===== src/rtl/dsp_pkg.sv =====
// Shared definitions for the DSP MAC slice and the dot-product sequencer in front of it.
package dsp_pkg;

  localparam int WIDTH_OP1_DEFAULT = 18;
  localparam int WIDTH_OP2_DEFAULT = 25;
  localparam int WIDTH_OUT_DEFAULT = 48;
  localparam int LEN_W_DEFAULT     = 8;
  localparam int MAC_LAT_DEFAULT   = 2;

  typedef enum logic [1:0] {
    ST_IDLE   = 2'd0,
    ST_STREAM = 2'd1,
    ST_DRAIN  = 2'd2,
    ST_HOLD   = 2'd3
  } dot_seq_state_t;

endpackage


===== src/rtl/dsp_dot_seq.sv =====
// Dot-product job sequencer: streams operand pairs into the DSP MAC, waits out its
// pipeline latency, captures the accumulated sum and offers it on a result port.
module dsp_dot_seq
  import dsp_pkg::*;
#(
  parameter int WIDTH_OP1 = WIDTH_OP1_DEFAULT,
  parameter int WIDTH_OP2 = WIDTH_OP2_DEFAULT,
  parameter int WIDTH_OUT = WIDTH_OUT_DEFAULT,
  parameter int LEN_W     = LEN_W_DEFAULT,
  parameter int MAC_LAT   = MAC_LAT_DEFAULT
) (
  input  logic                 CLK,
  input  logic                 RSTN,
  input  logic                 START,
  input  logic [LEN_W-1:0]     LEN,
  output logic                 BUSY,
  input  logic                 IN_VALID,
  output logic                 IN_READY,
  input  logic [WIDTH_OP1-1:0] IN_OP1,
  input  logic [WIDTH_OP2-1:0] IN_OP2,
  output logic                 DSP_EN,
  output logic                 DSP_ACC_EN,
  output logic                 DSP_ACC_IN_EN,
  output logic [WIDTH_OP1-1:0] DSP_OP1,
  output logic [WIDTH_OP2-1:0] DSP_OP2,
  input  logic [WIDTH_OUT-1:0] DSP_OUT,
  output logic                 RES_VALID,
  input  logic                 RES_READY,
  output logic [WIDTH_OUT-1:0] RES_DATA,
  output dot_seq_state_t       DBG_STATE
);

  // Handshakes: a transfer happens on a rising edge where VALID and READY are both
  // high. IN_READY depends only on state, never on IN_VALID; RES_VALID stays high
  // with RES_DATA frozen until RES_READY is seen.

  localparam int DRN_W = (MAC_LAT < 1) ? 1 : $clog2(MAC_LAT + 1);

  dot_seq_state_t       r_state;
  dot_seq_state_t       w_next;
  logic [LEN_W-1:0]     r_remain;
  logic [DRN_W-1:0]     r_drain;
  logic                 r_first;
  logic                 r_acc_en;
  logic [WIDTH_OP1-1:0] r_op1;
  logic [WIDTH_OP2-1:0] r_op2;
  logic [WIDTH_OUT-1:0] r_res;
  logic                 w_hs;
  logic                 w_last;
  logic                 w_busy;
  logic                 w_in_ready;
  logic                 w_dsp_en;
  logic                 w_res_valid;

  assign w_hs   = IN_VALID && w_in_ready;
  assign w_last = (r_remain == LEN_W'(1));

  always_ff @(posedge CLK or negedge RSTN) begin
    if (!RSTN) begin
      r_state <= ST_IDLE;
    end else begin
      r_state <= w_next;
    end
  end

  always_comb begin
    w_next      = r_state;
    w_busy      = 1'b1;
    w_in_ready  = 1'b0;
    w_dsp_en    = 1'b0;
    w_res_valid = 1'b0;
    case (r_state)
      ST_IDLE: begin
        w_busy = 1'b0;
        if (START) begin
          w_next = (LEN != '0) ? ST_STREAM : ST_HOLD;
        end
      end
      ST_STREAM: begin
        w_in_ready = 1'b1;
        w_dsp_en   = 1'b1;
        if (IN_VALID && w_last) begin
          w_next = ST_DRAIN;
        end
      end
      ST_DRAIN: begin
        w_dsp_en = 1'b1;
        if (r_drain == '0) begin
          w_next = ST_HOLD;
        end
      end
      ST_HOLD: begin
        w_res_valid = 1'b1;
        if (RES_READY) begin
          w_next = ST_IDLE;
        end
      end
      default: w_next = ST_IDLE;
    endcase
  end

  // Operands and ACC_EN are registered together so the DSP samples them as one
  // beat; a bubble feeds a zero product that cannot disturb the running sum.
  always_ff @(posedge CLK or negedge RSTN) begin
    if (!RSTN) begin
      r_remain <= '0;
      r_drain  <= '0;
      r_first  <= 1'b0;
      r_acc_en <= 1'b0;
      r_op1    <= '0;
      r_op2    <= '0;
      r_res    <= '0;
    end else begin
      case (r_state)
        ST_IDLE: begin
          r_op1    <= '0;
          r_op2    <= '0;
          r_acc_en <= 1'b0;
          if (START) begin
            r_remain <= LEN;
            r_first  <= 1'b0;
            if (LEN == '0) begin
              r_res <= '0;
            end
          end
        end
        ST_STREAM: begin
          r_acc_en <= r_first;
          if (w_hs) begin
            r_op1    <= IN_OP1;
            r_op2    <= IN_OP2;
            r_first  <= 1'b1;
            r_remain <= r_remain - LEN_W'(1);
            if (w_last) begin
              r_drain <= DRN_W'(MAC_LAT);
            end
          end else begin
            r_op1 <= '0;
            r_op2 <= '0;
          end
        end
        ST_DRAIN: begin
          r_op1    <= '0;
          r_op2    <= '0;
          r_acc_en <= 1'b1;
          if (r_drain == '0) begin
            r_res <= DSP_OUT;
          end else begin
            r_drain <= r_drain - DRN_W'(1);
          end
        end
        ST_HOLD: begin
          r_op1    <= '0;
          r_op2    <= '0;
          r_acc_en <= 1'b0;
        end
        default: begin
          r_op1    <= '0;
          r_op2    <= '0;
          r_acc_en <= 1'b0;
        end
      endcase
    end
  end

  assign BUSY          = w_busy;
  assign IN_READY      = w_in_ready;
  assign DSP_EN        = w_dsp_en;
  assign DSP_ACC_EN    = r_acc_en;
  assign DSP_ACC_IN_EN = 1'b0;
  assign DSP_OP1       = r_op1;
  assign DSP_OP2       = r_op2;
  assign RES_VALID     = w_res_valid;
  assign RES_DATA      = r_res;
  assign DBG_STATE     = r_state;

endmodule


===== config.mk =====
export PLATFORM = sky130hd
export DESIGN_NAME = dsp_dot_seq
export DESIGN_NICKNAME = d
export VERILOG_FILES = /design/src/rtl/dsp_pkg.sv /design/src/rtl/dsp_dot_seq.sv
export SDC_FILE = /design/constraint.sdc
export NUM_CORES = 1
export LEC_CHECK = 0
export ABC_AREA = 1
export CORE_MARGIN = 3
export CORE_UTILIZATION = 32
export CTS_CLUSTER_DIAMETER = 80
export DETAILED_ROUTE_END_ITERATION = 7
export GPL_TIMING_DRIVEN = 1
export HOLD_SLACK_MARGIN = 0.06
export PLACE_DENSITY_LB_ADDON = 0.15
export SLEW_MARGIN = 20
export SYNTH_ARGS = -nofsm -noshare
export SYNTH_HDL_FRONTEND = slang
export SYNTH_SLANG_ARGS = --single-unit

===== constraint.sdc =====
create_clock -name CLK -period 3 [get_ports CLK]
set_input_delay 0.3 -clock CLK [delete_from_list [all_inputs] [get_ports CLK]]
set_output_delay 0.3 -clock CLK [all_outputs]
set_load 0.1 [all_outputs]

==> metrics.md <==
| Metric | Value |
|---|---|
| Core Area | 14100 µm² |
| Placed insts | slightly above 900 |
| RSZ-0062 raised after global routing | no |
| Setup ws final | around 0.64 ns |
| Most frequent cells in the layout | nand2_1, clkdlybuf4s50_1, dfrtp_1, inv_1, nor2_1 |
| Overall die height | 127 µm |
| Top post-synthesis cells by area | dfrtp_1, nand2_1, nand3b_1, inv_1, nor2_1 |
| Final Instance Area | 7020 µm² |
| Tot GR Track Use | 0.165 |
| ANT cells | 0 |
| Layout cells sized above 1 | 0.118 |
| VDD IR max | 1.35 mV |
| Slew Limit Fails | 0 |
| Clock Tree Buf Depth | 2 |
| Synth Cell Area | about 4700 µm² |
| Vias in the first global route | 4060 |
| Placed Area | ~6700 µm² |
| First-pass GRT wire length | 21200 µm |
| Final worst path period need | 2.36 ns |
| Crit path capture type | flop |
| Worst Path Max Fanout | 17 |
| Final WL | 13100 µm |
| Root Driver | clkbuf_16 |
| Routed wire per std cell | 14.1 µm |
| Post-Syn Area per Cell | 8.42 µm² |
| Setup TNS Final | 0 ns |
| Pwr Density | 1150 nW/µm² |
| Skew final | 0.00704 ns |
| Final Hold Vio Count | 0 |
| Port bufs | 201 |
| Buffer count from post-CTS setup fixing | 0 |
| Routed vias/inst | 4.43 |
| Final std cells w/o fill | a little over 900 |
| # IOs | a little over 200 |
| Worst-skew pair later-pin latency | roughly 0.35 ns |
| Antenna violations before repair | 0 |
| Synth Instances | 556 |
| Distinct cells, synth | 23 |
| GRT overflow | 0 |
| Row cnt | 43 |
| Period utilization | 0.785 |
| Fmax | 424 MHz |
| Layout area overhead | 49.8% |
| Leakage | 3.65 nW |
| Detailed Place HPWL | between 9000 and 10000 µm |
| Dominant cell type by area after synthesis | dfrtp_1 |
| #FFs+latches synth | 105 |
| Syn Nets | 668 |
| # DRC | 0 |
| Largest net degree at the start of global routing | between 60 and 70 |
| CP arrival | between 2 and 3 ns |
| Placer Congestion | 0.819 |
| Worst slack, placed | 0.637 ns |
| Starting Density | 0.332 |
| # setup viols final | 0 |
| Via count | 4134 |
| Die X | 127 µm |
| Total CTS buffers | 9 |
| Status | complete, no violations |
| Max-cap violations | 0 |
| Iteration count of the initial detailed-routing pass | 4 |
| Setup CP Type | reg -> reg |
| H-tree Lvls | 3 |
| Register area share after synthesis | 0.561 |
| Final design utilization | 0.498 |
| Critical Path Start Type | flop |
| Worst-margin pin slew | 0.983 ns |
| Synth top area share | 0.561 |
| WP data required | 3.24 ns |
| Die area | between 15000 and 20000 µm² |
| First DRT Iteration DRCs | approximately 260 |
| Reg clk slew, reported paths | 0.07 ns |
| Routed Antenna Nets | 0 |
| Sink Count | 105 |
| Synth warn | 0 |
| Final nets | between 800 and 900 |
| CTS tree | built |
| Hold Path Class | in -> reg |
| Most common cell after layout, fill and taps aside | nand2_1 |
| Slew Limit Headroom | 0.343 |
registers in the layout (all words and copies together) (netlist names):
register,cells
RES_DATA,48
DSP_OP2,25
r_first,1
r_remain,8
DSP_ACC_EN,1
r_drain,2
DSP_OP1,18
DBG_STATE,2
cell type report:
class	count	area (µm²)
Fill cell	1352	7080
Sequential cell	105	2630
Timing Repair Buffer	210	1950
Multi-Input combinational cell	353	1650
Inverter	69	259
Clock buffer	10	239
Tap cell	180	225
Clock inverter	6	65.1
cell usage after synthesis:
cell type  number
nand2_1       198
dfrtp_1       105
inv_1          68
nor2_1         67
nand3b_1       49
clkbuf_1       14
o21ai_0        10
buf_4           8
ha_1            8
nand3_1         7
a21oi_1         4
buf_2           4
buf_6           2
o21ai_2         2
xor2_1          2
buf_1           1
conb_1          1
inv_2           1
nand2_2         1
nand4_1         1
o211ai_1        1
o21ai_1         1
o22ai_1         1
worst max-delay path, cell delays in order (launching register included):
cell     delay, ns
dfrtp_1       0.43
inv_1         0.12
ha_1          0.60
inv_1         0.31
nand3_1       0.13
nand2_1       0.21
inv_1         0.27
nor2_1        0.07
nand2_1       0.07
nand2_1       0.05
path summary, 6_finish.rpt:
check                              from            to  slack, ns  depth (start not counted)
max                        DBG_STATE[1]   r_remain[6]       0.64                          9
min                           IN_OP2[5]    DSP_OP2[5]       0.46                          3
max reg2reg                DBG_STATE[1]   r_remain[6]       0.64                          9
min reg2reg                RES_DATA[42]  RES_DATA[42]       0.47                          2
max in group asynchronous          RSTN  RES_DATA[13]       1.78                          3
min in group asynchronous          RSTN   r_remain[3]       0.48                          2
report_power, final:
| group | internal [mW] | switching, mW | total (mW) |
|---|---|---|---|
| Clock | 0.671 | 0.523 | 1.19 |
| Combinational | 1.05 | 3.81 | 4.86 |
| Sequential | 1.80 | 0.237 | 2.04 |
| Total | 3.53 | 4.57 | 8.09 |
kinds of logic (layout without fill, tap and decap cells):
kind of cell / count (synthesis) / in the layout / synth area share
and+or+nand+nor: 323 / 323 / 0.301
DFF: 105 / 105 / 0.561
buffers and inverters: 98 / 295 / 0.0892
AOI/OAI and AO/OA: 19 / 19 / 0.0227
adders and majority gates: 8 / 8 / 0.0214
xor gates and xnor gates: 2 / 2 / 0.00374
other: 1 / 1 / 0.000801
per-layer routing:
layer / GRT usage / share of wire / up-vias / routed length [µm]
met5: 0 / 0 / - / 0
met2: 0.272 / 0.50 / 121 / 6540
met1: 0.216 / 0.44 / 1948 / 5730
met4: 0.0644 / 0.017 / 0 / 217
li1: - / - / 2051 / -
met3: 0.0334 / 0.050 / 14 / 659
through the flow:
step	hold WS, ns	total power, mW
after global placement	0.324	6.89
after CTS	0.440	8.17
after global routing	0.454	8.55
after detailed placement	0.330	6.95
after floorplan	0.00441	5.78
final	0.459	8.09
timing repair:
action | CTS | global route
hold endpoints to repair | 41 | 0
resized for setup | 0 | 0
setup endpoints to repair | 0 | 0
hold buffers | 1 | 0
Note: power is estimated with default switching activity, not from simulation.
